## src/rtl/hub75_pkg.sv

```systemverilog
// Shared types and panel geometry for the HUB75 scan controller.
package hub75_pkg;

  typedef enum logic [2:0] {
    IDLE,
    SHIFT,
    BLANK,
    LATCH,
    DISPLAY
  } scan_state_t;

  localparam int PANEL_COLS      = 32;
  localparam int PANEL_ROW_PAIRS = 16;

  // {r,g,b}, r in bit 2
  typedef logic [2:0] rgb_t;

endpackage

```

## src/rtl/hub75_scan_ctrl.sv

```systemverilog
// HUB75 1/16-scan controller: shifts one row pair of pixels, blanks, updates
// the row address, latches, then holds the row lit for ON_CYCLES clocks.
module hub75_scan_ctrl
  import hub75_pkg::*;
#(
  parameter int COLS      = PANEL_COLS,
  parameter int ROWS      = PANEL_ROW_PAIRS,
  parameter int ON_CYCLES = 256
) (
  input  logic                      clk,
  input  logic                      reset,
  input  logic                      enable,
  output logic [$clog2(COLS)-1:0]   pix_rd_col,
  output logic [$clog2(ROWS)-1:0]   pix_rd_row,
  input  rgb_t                      pix_upper,
  input  rgb_t                      pix_lower,
  output logic                      r1,
  output logic                      g1,
  output logic                      b1,
  output logic                      r2,
  output logic                      g2,
  output logic                      b2,
  output logic                      A,
  output logic                      B,
  output logic                      C,
  output logic                      D,
  output logic                      LAT,
  output logic                      OEN,
  output logic                      OCLK,
  output logic                      frame_start,
  output scan_state_t               scan_state
);

  localparam int CW = $clog2(COLS);
  localparam int RW = $clog2(ROWS);
  localparam int OW = $clog2(ON_CYCLES + 1);
  localparam logic [CW-1:0] COL_LAST = CW'(COLS - 1);
  localparam logic [RW-1:0] ROW_LAST = RW'(ROWS - 1);
  localparam logic [OW-1:0] ON_LAST  = OW'(ON_CYCLES - 1);

  scan_state_t   state, state_nx;
  logic [CW-1:0] col, col_nx;
  logic [RW-1:0] row, row_nx;
  logic [1:0]    phase, phase_nx;
  logic [OW-1:0] on_cnt, on_cnt_nx;

  rgb_t          rgb_u, rgb_l;
  logic [RW-1:0] addr;
  logic          lat_q, oen_q, oclk_q, fs_q;

  always_comb begin
    state_nx  = state;
    col_nx    = col;
    row_nx    = row;
    phase_nx  = phase;
    on_cnt_nx = on_cnt;
    case (state)
      IDLE: begin
        if (enable) begin
          state_nx = SHIFT;
          col_nx   = '0;
          phase_nx = 2'd0;
        end
      end
      SHIFT: begin
        if (phase == 2'd2) begin
          phase_nx = 2'd0;
          if (col == COL_LAST) begin
            col_nx   = '0;
            state_nx = BLANK;
          end else begin
            col_nx = col + CW'(1);
          end
        end else begin
          phase_nx = phase + 2'd1;
        end
      end
      BLANK: state_nx = LATCH;
      LATCH: begin
        state_nx  = DISPLAY;
        on_cnt_nx = '0;
      end
      DISPLAY: begin
        if (on_cnt == ON_LAST) begin
          on_cnt_nx = '0;
          row_nx    = (row == ROW_LAST) ? '0 : row + RW'(1);
          col_nx    = '0;
          phase_nx  = 2'd0;
          // enable only takes effect at a row boundary, so rows are never cut short
          state_nx  = enable ? SHIFT : IDLE;
        end else begin
          on_cnt_nx = on_cnt + OW'(1);
        end
      end
      default: state_nx = IDLE;
    endcase
  end

  always_ff @(posedge clk or posedge reset) begin
    if (reset) begin
      state  <= IDLE;
      col    <= '0;
      row    <= '0;
      phase  <= 2'd0;
      on_cnt <= '0;
      rgb_u  <= '0;
      rgb_l  <= '0;
      addr   <= '0;
      lat_q  <= 1'b0;
      oen_q  <= 1'b1;
      oclk_q <= 1'b0;
      fs_q   <= 1'b0;
    end else begin
      state  <= state_nx;
      col    <= col_nx;
      row    <= row_nx;
      phase  <= phase_nx;
      on_cnt <= on_cnt_nx;
      // Panel strobes are decoded from the next state so they line up with it
      lat_q  <= (state_nx == LATCH);
      oen_q  <= (state_nx != DISPLAY);
      oclk_q <= (state_nx == SHIFT) && (phase_nx == 2'd2);
      fs_q   <= (state != SHIFT) && (state_nx == SHIFT) && (row_nx == '0);
      if (state == SHIFT && phase == 2'd0) begin
        rgb_u <= pix_upper;
        rgb_l <= pix_lower;
      end
      if (state == BLANK) addr <= row;
    end
  end

  assign pix_rd_col   = col;
  assign pix_rd_row   = row;
  assign {r1, g1, b1} = rgb_u;
  assign {r2, g2, b2} = rgb_l;
  assign {D, C, B, A} = 4'(addr);
  assign LAT          = lat_q;
  assign OEN          = oen_q;
  assign OCLK         = oclk_q;
  assign frame_start  = fs_q;
  assign scan_state   = state;

endmodule

```

## config.mk

```make
export PLATFORM = sky130hd
export DESIGN_NAME = hub75_scan_ctrl
export DESIGN_NICKNAME = d
export VERILOG_FILES = /design/src/rtl/hub75_pkg.sv /design/src/rtl/hub75_scan_ctrl.sv
export SDC_FILE = /design/constraint.sdc
export NUM_CORES = 1
export LEC_CHECK = 0
export CORE_AREA = 2 2 81 83
export CTS_CLUSTER_SIZE = 12
export DETAILED_ROUTE_END_ITERATION = 8
export DIE_AREA = 0 0 83 85
export HOLD_SLACK_MARGIN = 0.12
export PLACE_DENSITY = 0.49
export SLEW_MARGIN = 5
export SYNTH_ARGS = -nofsm -noshare
export SYNTH_HDL_FRONTEND = slang
export SYNTH_SLANG_ARGS = --single-unit
```

## constraint.sdc

```tcl
create_clock -name clk -period 3.4 [get_ports clk]
set_input_delay 1.02 -clock clk [delete_from_list [all_inputs] [get_ports clk]]
set_output_delay 1.02 -clock clk [all_outputs]
set_load 0.02 [all_outputs]
```

==> run_summary.xml, run 1 <==
<?xml version="1.0" encoding="UTF-8"?>
<metrics>
  <group name="sta">
    <metric name="finalMaxSlewViolations" unit="">0</metric>
    <metric name="fmaxAchievable" unit="MHz">384</metric>
    <metric name="max_slew.worst_pin.slew" unit="ns">0.785</metric>
    <metric name="timing.final.hold_violations" unit="">0</metric>
    <metric name="totalNegativeSetupSlack" unit="ns">0</metric>
    <metric name="final.setup_skew" unit="ns">0.00523</metric>
    <metric name="timing.final.setup_violations" unit="">0</metric>
    <metric name="slew_headroom" unit="%">47.2</metric>
    <metric name="rsz_0062_raised_after_global_routing" unit="">no</metric>
    <metric name="min_period" unit="ns">2.60</metric>
    <metric name="min_period_over_period" unit="%">76.6</metric>
    <metric name="worst_case_hold_slack" unit="ns">0.511</metric>
  </group>
  <group name="global_route">
    <metric name="grt_overflow_total" unit="">0</metric>
    <metric name="grt_first_pass_wirelength" unit="um">6890</metric>
    <metric name="via_count_of_the_first_global_routing_pass" unit="">1386</metric>
    <metric name="antenna_violations_before_repair" unit="">0</metric>
    <metric name="grt_start_max_net_pins" unit="">38</metric>
    <metric name="gr-usage-all-layers" unit="%">12.2</metric>
  </group>
  <group name="clocking">
    <metric name="post_cts_hold_buffer_count" unit="">0</metric>
    <metric name="cts_tree" unit="">built</metric>
    <metric name="clkLatencyLatePin" unit="ns">0.29</metric>
    <metric name="clkTransAtPathRegs" unit="ns">0.08</metric>
    <metric name="max-clock-path-buffers" unit="">2</metric>
    <metric name="numClockSinks" unit="">37</metric>
    <metric name="cts_setup_buffers" unit="">0</metric>
    <metric name="cts-htree-levels" unit="">2</metric>
    <metric name="cts.repair.resized" unit="">0</metric>
    <metric name="cts-buffers-inserted" unit="">5</metric>
    <metric name="ctsRootBufferMaster" unit="">clkbuf_8</metric>
  </group>
  <group name="routing">
    <metric name="starting_drc_count_in_detailed_routing" unit="">46</metric>
    <metric name="drt_first_pass_iters" unit="">4</metric>
    <metric name="drt-vias-per-instance" unit="">4.98</metric>
    <metric name="remaining_drc_errors" unit="">0</metric>
    <metric name="drt.antenna.violating_nets" unit="">0</metric>
    <metric name="vias" unit="">1365</metric>
    <metric name="drt-total-wl" unit="um">4110</metric>
    <metric name="wire_per_inst" unit="um">15.0</metric>
  </group>
  <group name="outcome">
    <metric name="status" unit="">finished clean</metric>
  </group>
  <group name="die">
    <metric name="floorplan.initialDensity" unit="%">28.9</metric>
    <metric name="area_enclosed_by_the_die_boundary" unit="sq um">7060</metric>
    <metric name="top_level_ports" unit="">35</metric>
    <metric name="fp.dieW" unit="um">83</metric>
    <metric name="placementRows" unit="">29</metric>
    <metric name="chipHeight" unit="um">85</metric>
    <metric name="core_region_area" unit="sq um">6200</metric>
  </group>
  <group name="place">
    <metric name="detailedPlacementHpwl" unit="um">3000</metric>
    <metric name="gp_congestion" unit="">0.852</metric>
    <metric name="port_buffers" unit="">34</metric>
  </group>
  <group name="final_layout">
    <metric name="regArea" unit="sq um">927</metric>
    <metric name="final_core_util" unit="%">37.9</metric>
    <metric name="fillCellCount" unit="">605</metric>
    <metric name="antenna-diode-count" unit="">0</metric>
    <metric name="fraction_of_layout_cells_with_a_size_suffix_above_1" unit="%">15.2</metric>
    <metric name="layout-area-overhead-vs-synth" unit="%">31.1</metric>
    <metric name="nNetsFinal" unit="">209</metric>
    <metric name="multi_input_area" unit="sq um">810</metric>
  </group>
  <group name="critical_path">
    <metric name="critPathCaptureType" unit="">output pin</metric>
    <metric name="timing.critical_path.arrival" unit="ns">1.58</metric>
    <metric name="kind_of_cell_adding_the_most_delay_to_the_critical_path" unit="">buffers and inverters</metric>
    <metric name="critical-path-max-stage-delay" unit="ns">0.69</metric>
    <metric name="crit_path_max_fanout" unit="">14</metric>
    <metric name="crit_type" unit="">reg -&gt; out</metric>
    <metric name="timing.critical_path.slowest_stage_cell" unit="">clkdlybuf4s50_1</metric>
    <metric name="required_time_at_the_worst_slack_endpoint" unit="ns">2.38</metric>
    <metric name="path_buf_inv" unit="">1</metric>
    <metric name="critical_path.cell_chain" unit="">clkdlybuf4s50_1</metric>
    <metric name="worstSetupPathDepth" unit="">1</metric>
    <metric name="worst_setup_path_start_kind" unit="">flip-flop</metric>
    <metric name="r2r.worst_path.cells" unit="">5</metric>
  </group>
  <group name="logic_synthesis">
    <metric name="synth_mux_area_share" unit="%">8.66</metric>
    <metric name="postSynthCellCount" unit="">159</metric>
    <metric name="synth_top_cell_by_area" unit="">dfrtp_1</metric>
    <metric name="yosys-top-cells-area" unit="">dfrtp_1 50%, mux2_2 7.5%, ha_1 2.8%, o21ai_0 2.5%, inv_1 1.9%</metric>
    <metric name="area_fraction_in_compound_gates_after_synthesis" unit="%">13.1</metric>
    <metric name="synth_cell_types" unit="">49</metric>
    <metric name="main_combinational_cell_family_by_area_after_synthesis" unit="">simple AND/OR/NAND/NOR gates</metric>
    <metric name="ffs_w_async_s_r_synth" unit="%">100</metric>
    <metric name="yosys.area_share.simple" unit="%">19.6</metric>
    <metric name="synth_xor_xnor_area_share" unit="%">0.978</metric>
    <metric name="yosys.area.top_type_share" unit="%">50.3</metric>
    <metric name="ys_ff_latch" unit="">37</metric>
    <metric name="synth-adder-area-share" unit="%">2.79</metric>
    <metric name="syn_avg_cell_area" unit="sq um">11.3</metric>
    <metric name="synthesis.area" unit="sq um">1790</metric>
    <metric name="yosys_warnings" unit="">0</metric>
    <metric name="synth_edf_count" unit="">0</metric>
    <metric name="dominantRegCellSynth" unit="">dfrtp_1</metric>
    <metric name="mappedNetlistNets" unit="">172</metric>
    <metric name="seq_area_frac_synth" unit="%">51.7</metric>
  </group>
  <group name="pwr">
    <metric name="comb_power_share" unit="%">33.9</metric>
    <metric name="power_switching_share" unit="%">31.8</metric>
    <metric name="cell_internal_power" unit="uW">1110</metric>
    <metric name="power-per-cell-area" unit="nW/um^2">691</metric>
    <metric name="power_share_of_the_clock_group" unit="%">28.2</metric>
    <metric name="worst_case_vdd_ir_drop" unit="mV">0.402</metric>
    <metric name="switchingPower" unit="uW">516</metric>
    <metric name="sequentialPowerShare" unit="%">37.8</metric>
    <metric name="power_leakage" unit="uW">0.00105</metric>
    <metric name="power.total" unit="uW">1620</metric>
  </group>
  <group name="hold_path">
    <metric name="hold_path_depth" unit="">1</metric>
    <metric name="timing.hold.worst.class" unit="">reg -&gt; reg</metric>
  </group>
  <group name="flow_run">
    <metric name="cap_violations" unit="">0</metric>
  </group>
</metrics>
==> worst paths after layout <==
| kind | start | end | slack, ns |
|---|---|---|---|
| hold / removal | rgb_l[2] | rgb_l[2] | 0.51 |
| setup reg to reg | on_cnt[0] | pix_rd_col[4] | 1.22 |
| min in group asynchronous | reset | rgb_u[0] | 1.13 |
| setup / recovery | scan_state[0] | scan_state[0] | 0.80 |
| hold reg to reg | rgb_l[2] | rgb_l[2] | 0.51 |
| max in group asynchronous | reset | OEN | 1.91 |
==> final cells by class <==
cell class | count | area share, %
flip-flops and latches | 37 | 39.5
well taps | 77 | 4.10
inverters | 9 | 1.44
clock buffers | 5 | 2.93
clock inverters | 3 | 2.77
repair buffers | 35 | 14.8
multi-input cells | 108 | 34.5
==> power by group through the flow <==
stage / sequential [uW] / clock, uW / combinational (uW)
global placement: 617 / 0 / 543
floorplan: 696 / 0 / 254
detailed placement: 624 / 0 / 558
CTS: 616 / 469 / 560
finish: 614 / 458 / 551
global route: 630 / 489 / 598
==> worst register-to-register path, stage by stage, from the launching register on <==
cell     delay, ns
dfrtp_1       0.40
ha_1          0.23
nand3_1       0.21
o31ai_1       0.74
and2_2        0.34
mux2i_1       0.19
==> routing by layer <==
| layer | global-route usage (%) | wire length, um | part of all wire, % |
|---|---|---|---|
| met5 | 0 | 0 | 0 |
| met3 | 3.70 | 180 | 4.4 |
| met1 | 14.4 | 1760 | 43 |
| met2 | 20.7 | 2090 | 51 |
| met4 | 5.22 | 68 | 1.7 |
==> Yosys cell counts (2+ instances only) <==
cell type  count
nand2_1        8
nor2_1         7
ha_1           4
nand3_1        5
a21oi_1        6
buf_2          2
and4_1         2
a21o_1         3
nor3b_1        2
nor3b_2        2
a211oi_1       2
nand4_1        4
and3b_1        2
o21ai_0        9
a31oi_1        3
mux2_2        12
nand3b_1       3
and3_1         2
nor3_1         3
dfrtp_1       36
inv_1          9
or3b_1         2
clkbuf_1       3
or3_1          2
mux2i_1        2
==> cells in the final DEF, fill, tap and decap left out, drive strengths merged, types with 2 or more instances in the layout <==
cell and n:
dfrtp 36, clkdlybuf4s50 34, mux2 12, o21ai 9
inv 9, nand2 8, nor2 7, a21oi 6
nand3 5, clkbuf 5, nand4 4, ha 4
nor3 4, nor3b 4, nand3b 3, a31oi 3
a21o 3, or3b 3, and3b 2, and3 2
and4 2, or3 2, a211oi 2, mux2i 2
bufinv 2, and2 2, nor4 2
==> registers in the layout (all words and copies together), names as in the netlist <==
signal,flops
on_cnt,9
scan_state,3
OEN,1
pix_rd_row,4
addr,4
rgb_u,3
LAT,1
OCLK,1
phase,2
rgb_l,3
frame_start,1
pix_rd_col,5
==> cell families after synthesis <==
kind of cell / after synthesis
compound gates: 35
xor+xnor: 2
fa+ha+maj: 4
buf+inv: 14
flops: 37
mux: 14
simple gates: 53
==> through the flow <==
| step | cell area, sq um | setup slack, ns | std cells |
|---|---|---|---|
| 4_1_cts | 2350 | 0.778 | 274 |
| 3_5_place_dp | 2210 | 0.773 | 266 |
| 3_3_place_gp | 2210 | 0.822 | 266 |
| 2_1_floorplan | 1790 | 1.47 | 159 |
| 5_1_grt | 2350 | 0.736 | 274 |
| 6_report | 2350 | 0.796 | 274 |
Note: power is estimated with default switching activity, not from simulation.
==> run 2, diff against run 1 <==
--- a/config.mk
+++ b/config.mk
@@ -10,7 +10,7 @@
 export DETAILED_ROUTE_END_ITERATION = 8
 export DIE_AREA = 0 0 83 85
 export HOLD_SLACK_MARGIN = 0.12
-export PLACE_DENSITY = 0.49
+export PLACE_DENSITY = 0.51
 export SLEW_MARGIN = 5
 export SYNTH_ARGS = -nofsm -noshare
 export SYNTH_HDL_FRONTEND = slang
==> constraint.sdc (replaced) <==
create_clock -name clk -period 2.27 [get_ports clk]
set_input_delay 0.681 -clock clk [delete_from_list [all_inputs] [get_ports clk]]
set_output_delay 0.681 -clock clk [all_outputs]
set_load 0.02 [all_outputs]
==> run 2 against run 1 <==
Against the previous run:
- register-to-register slack worse by 1.0 ns
- critical path depth is 1 higher
- global-route usage decreased by 0.53 points
- core utilization grew 0.65 points
- wire length decreased by 4.9%
- clock power up 29%
- sequential power rose by 45%
- critical endpoint is now scan_state[1]
- largest power group unchanged
==> run_summary.xml, run 2 (synthesized netlist as in run 1, its figures left out) <==
<?xml version="1.0" encoding="UTF-8"?>
<metrics>
  <group name="outcome">
    <metric name="status" unit="">finished clean</metric>
  </group>
  <group name="die">
    <metric name="top_level_ports" unit="">35</metric>
    <metric name="chipHeight" unit="um">85</metric>
    <metric name="floorplan.initialDensity" unit="%">28.9</metric>
    <metric name="area_enclosed_by_the_die_boundary" unit="sq um">7060</metric>
    <metric name="fp.dieW" unit="um">83</metric>
    <metric name="placementRows" unit="">29</metric>
    <metric name="core_region_area" unit="sq um">6200</metric>
  </group>
  <group name="pwr">
    <metric name="power.total" unit="uW">2360</metric>
    <metric name="power_leakage" unit="uW">0.00107</metric>
    <metric name="worst_case_vdd_ir_drop" unit="mV">0.589</metric>
    <metric name="power-per-cell-area" unit="nW/um^2">989</metric>
  </group>
  <group name="final_layout">
    <metric name="largest_register_ff_count" unit="">9</metric>
    <metric name="layout.cell_area.non_filler" unit="sq um">2390</metric>
    <metric name="layout-area-overhead-vs-synth" unit="%">33.3</metric>
    <metric name="most-common-layout-cells" unit="">35 x dfrtp_1, 34 x clkdlybuf4s50_1, 12 x mux2_2</metric>
    <metric name="fraction_of_layout_cells_with_a_size_suffix_above_1" unit="%">19.1</metric>
    <metric name="nNetsFinal" unit="">216</metric>
    <metric name="mostFrequentLayoutCell" unit="">dfrtp_1</metric>
    <metric name="top_register" unit="">on_cnt</metric>
    <metric name="antenna-diode-count" unit="">0</metric>
  </group>
  <group name="critical_path">
    <metric name="crit_path_max_fanout" unit="">7</metric>
    <metric name="critPathLaunch" unit="">scan_state[1]</metric>
    <metric name="timing.reg2reg.setup_slack" unit="ns">0.22</metric>
    <metric name="timing.critical_path.arrival" unit="ns">1.50</metric>
    <metric name="critPathCaptureType" unit="">output pin</metric>
    <metric name="crit_type" unit="">reg -&gt; out</metric>
    <metric name="required_time_at_the_worst_slack_endpoint" unit="ns">1.59</metric>
    <metric name="worst_setup_path_start_kind" unit="">flip-flop</metric>
    <metric name="regToRegStartpoint" unit="">scan_state[1]</metric>
  </group>
  <group name="clocking">
    <metric name="max-clock-path-buffers" unit="">2</metric>
    <metric name="ctsRootBufferMaster" unit="">clkbuf_8</metric>
    <metric name="clkLatencyLatePin" unit="ns">0.30</metric>
    <metric name="cts_setup_buffers" unit="">0</metric>
    <metric name="cts_tree" unit="">built</metric>
    <metric name="cts-buffers-inserted" unit="">5</metric>
    <metric name="clkTransAtPathRegs" unit="ns">0.09</metric>
    <metric name="post_cts_hold_buffer_count" unit="">0</metric>
    <metric name="numClockSinks" unit="">37</metric>
    <metric name="cts-htree-levels" unit="">2</metric>
    <metric name="cts.repair.resized" unit="">0</metric>
  </group>
  <group name="global_route">
    <metric name="grt_first_pass_wirelength" unit="um">6610</metric>
    <metric name="grt_overflow_total" unit="">0</metric>
    <metric name="antenna_violations_before_repair" unit="">0</metric>
    <metric name="grt_start_max_net_pins" unit="">38</metric>
    <metric name="via_count_of_the_first_global_routing_pass" unit="">1366</metric>
    <metric name="gr-usage-all-layers" unit="%">11.7</metric>
  </group>
  <group name="sta">
    <metric name="finalMaxSlewViolations" unit="">0</metric>
    <metric name="final.setup_skew" unit="ns">0.0126</metric>
    <metric name="rsz_0062_raised_after_global_routing" unit="">no</metric>
    <metric name="max_slew.worst_pin.slew" unit="ns">0.478</metric>
    <metric name="timing.final.setup_violations" unit="">0</metric>
    <metric name="slew_headroom" unit="%">68.0</metric>
    <metric name="timing.final.hold_violations" unit="">0</metric>
    <metric name="min_period" unit="ns">2.18</metric>
    <metric name="final_critical_path_setup_slack" unit="ns">0.0927</metric>
    <metric name="fmaxAchievable" unit="MHz">459</metric>
    <metric name="min_period_over_period" unit="%">95.9</metric>
    <metric name="totalNegativeSetupSlack" unit="ns">0</metric>
  </group>
  <group name="hold_path">
    <metric name="timing.hold.worst.start" unit="">addr[2]</metric>
    <metric name="timing.hold.worst.class" unit="">reg -&gt; reg</metric>
  </group>
  <group name="place">
    <metric name="port_buffers" unit="">34</metric>
    <metric name="dpl_worst_slack" unit="ns">0.138</metric>
    <metric name="detailedPlacementHpwl" unit="um">2760</metric>
    <metric name="dpl-instance-area" unit="sq um">2270</metric>
    <metric name="gp_congestion" unit="">0.754</metric>
  </group>
  <group name="routing">
    <metric name="vias" unit="">1385</metric>
    <metric name="remaining_drc_errors" unit="">0</metric>
    <metric name="drt.antenna.violating_nets" unit="">0</metric>
    <metric name="wire_per_inst" unit="um">13.9</metric>
    <metric name="drt_first_pass_iters" unit="">4</metric>
    <metric name="drt-total-wl" unit="um">3900</metric>
    <metric name="starting_drc_count_in_detailed_routing" unit="">89</metric>
    <metric name="drt-vias-per-instance" unit="">4.93</metric>
  </group>
  <group name="flow_run">
    <metric name="cap_violations" unit="">0</metric>
  </group>
</metrics>
-- run 2: cell types whose count changed in the layout (fill, tap and decap cells not counted) --
cell	delta
o31ai_2	+1
o31ai_1	-1
clkinv_4	+1
bufinv_16	-1
clkinvlp_4	+1
clkinv_2	-1
dfrtp_2	+1
buf_4	+7
dfrtp_1	-1
-- run 2: path summary, 6_finish.rpt --
check                                end  cells after the start
max                        scan_state[1]                      2
min                              addr[2]                      1
max reg2reg                  frame_start                      4
min reg2reg                      addr[2]                      1
max in group asynchronous            OEN                      3
min in group asynchronous       rgb_u[2]                      3
-- run 2: worst max-delay path, cell delays in order (launching register included) --
cell and delay (ns):
dfrtp_2 0.43, buf_4 0.17, clkdlybuf4s50_1 0.61
-- run 2: routing by layer --
metal / vias up / routed length [um] / global-route usage (%) / share of wire [%]
met5: - / 0 / 0 / 0
met4: 0 / 45 / 3.87 / 1.2
met3: 5 / 197 / 3.70 / 5.0
met2: 36 / 1660 / 16.8 / 42
met1: 667 / 2000 / 16.7 / 51
li1: 677 / - / - / -
-- run 2: area by class of cell --
| type | count | area, sq um |
|---|---|---|
| clock buffer | 5 | 68.8 |
| tap | 77 | 96.3 |
| timing repair buffer | 42 | 400 |
| fill | 619 | 3820 |
| sequential | 37 | 928 |
| multi-input combinational | 108 | 815 |
| inverter | 9 | 33.8 |
| clock inverter | 3 | 46.3 |
-- run 2: report_power, final --
group	switching, uW	internal (uW)	total (uW)	leakage, uW
Combinational	414	463	877	0.000537
Sequential	97.3	796	893	0.000478
Clock	264	329	593	0.0000543
-- run 2: per-stage QoR --
stage | hold slack, ns | instances | util (%)
2_1_floorplan | 0.482 | 159 | -
4_1_cts | 0.519 | 281 | 38.4
5_1_grt | 0.535 | 281 | 38.5
3_3_place_gp | 0.490 | 273 | 36.5
3_5_place_dp | 0.496 | 273 | 36.5
6_report | 0.512 | 281 | 38.5
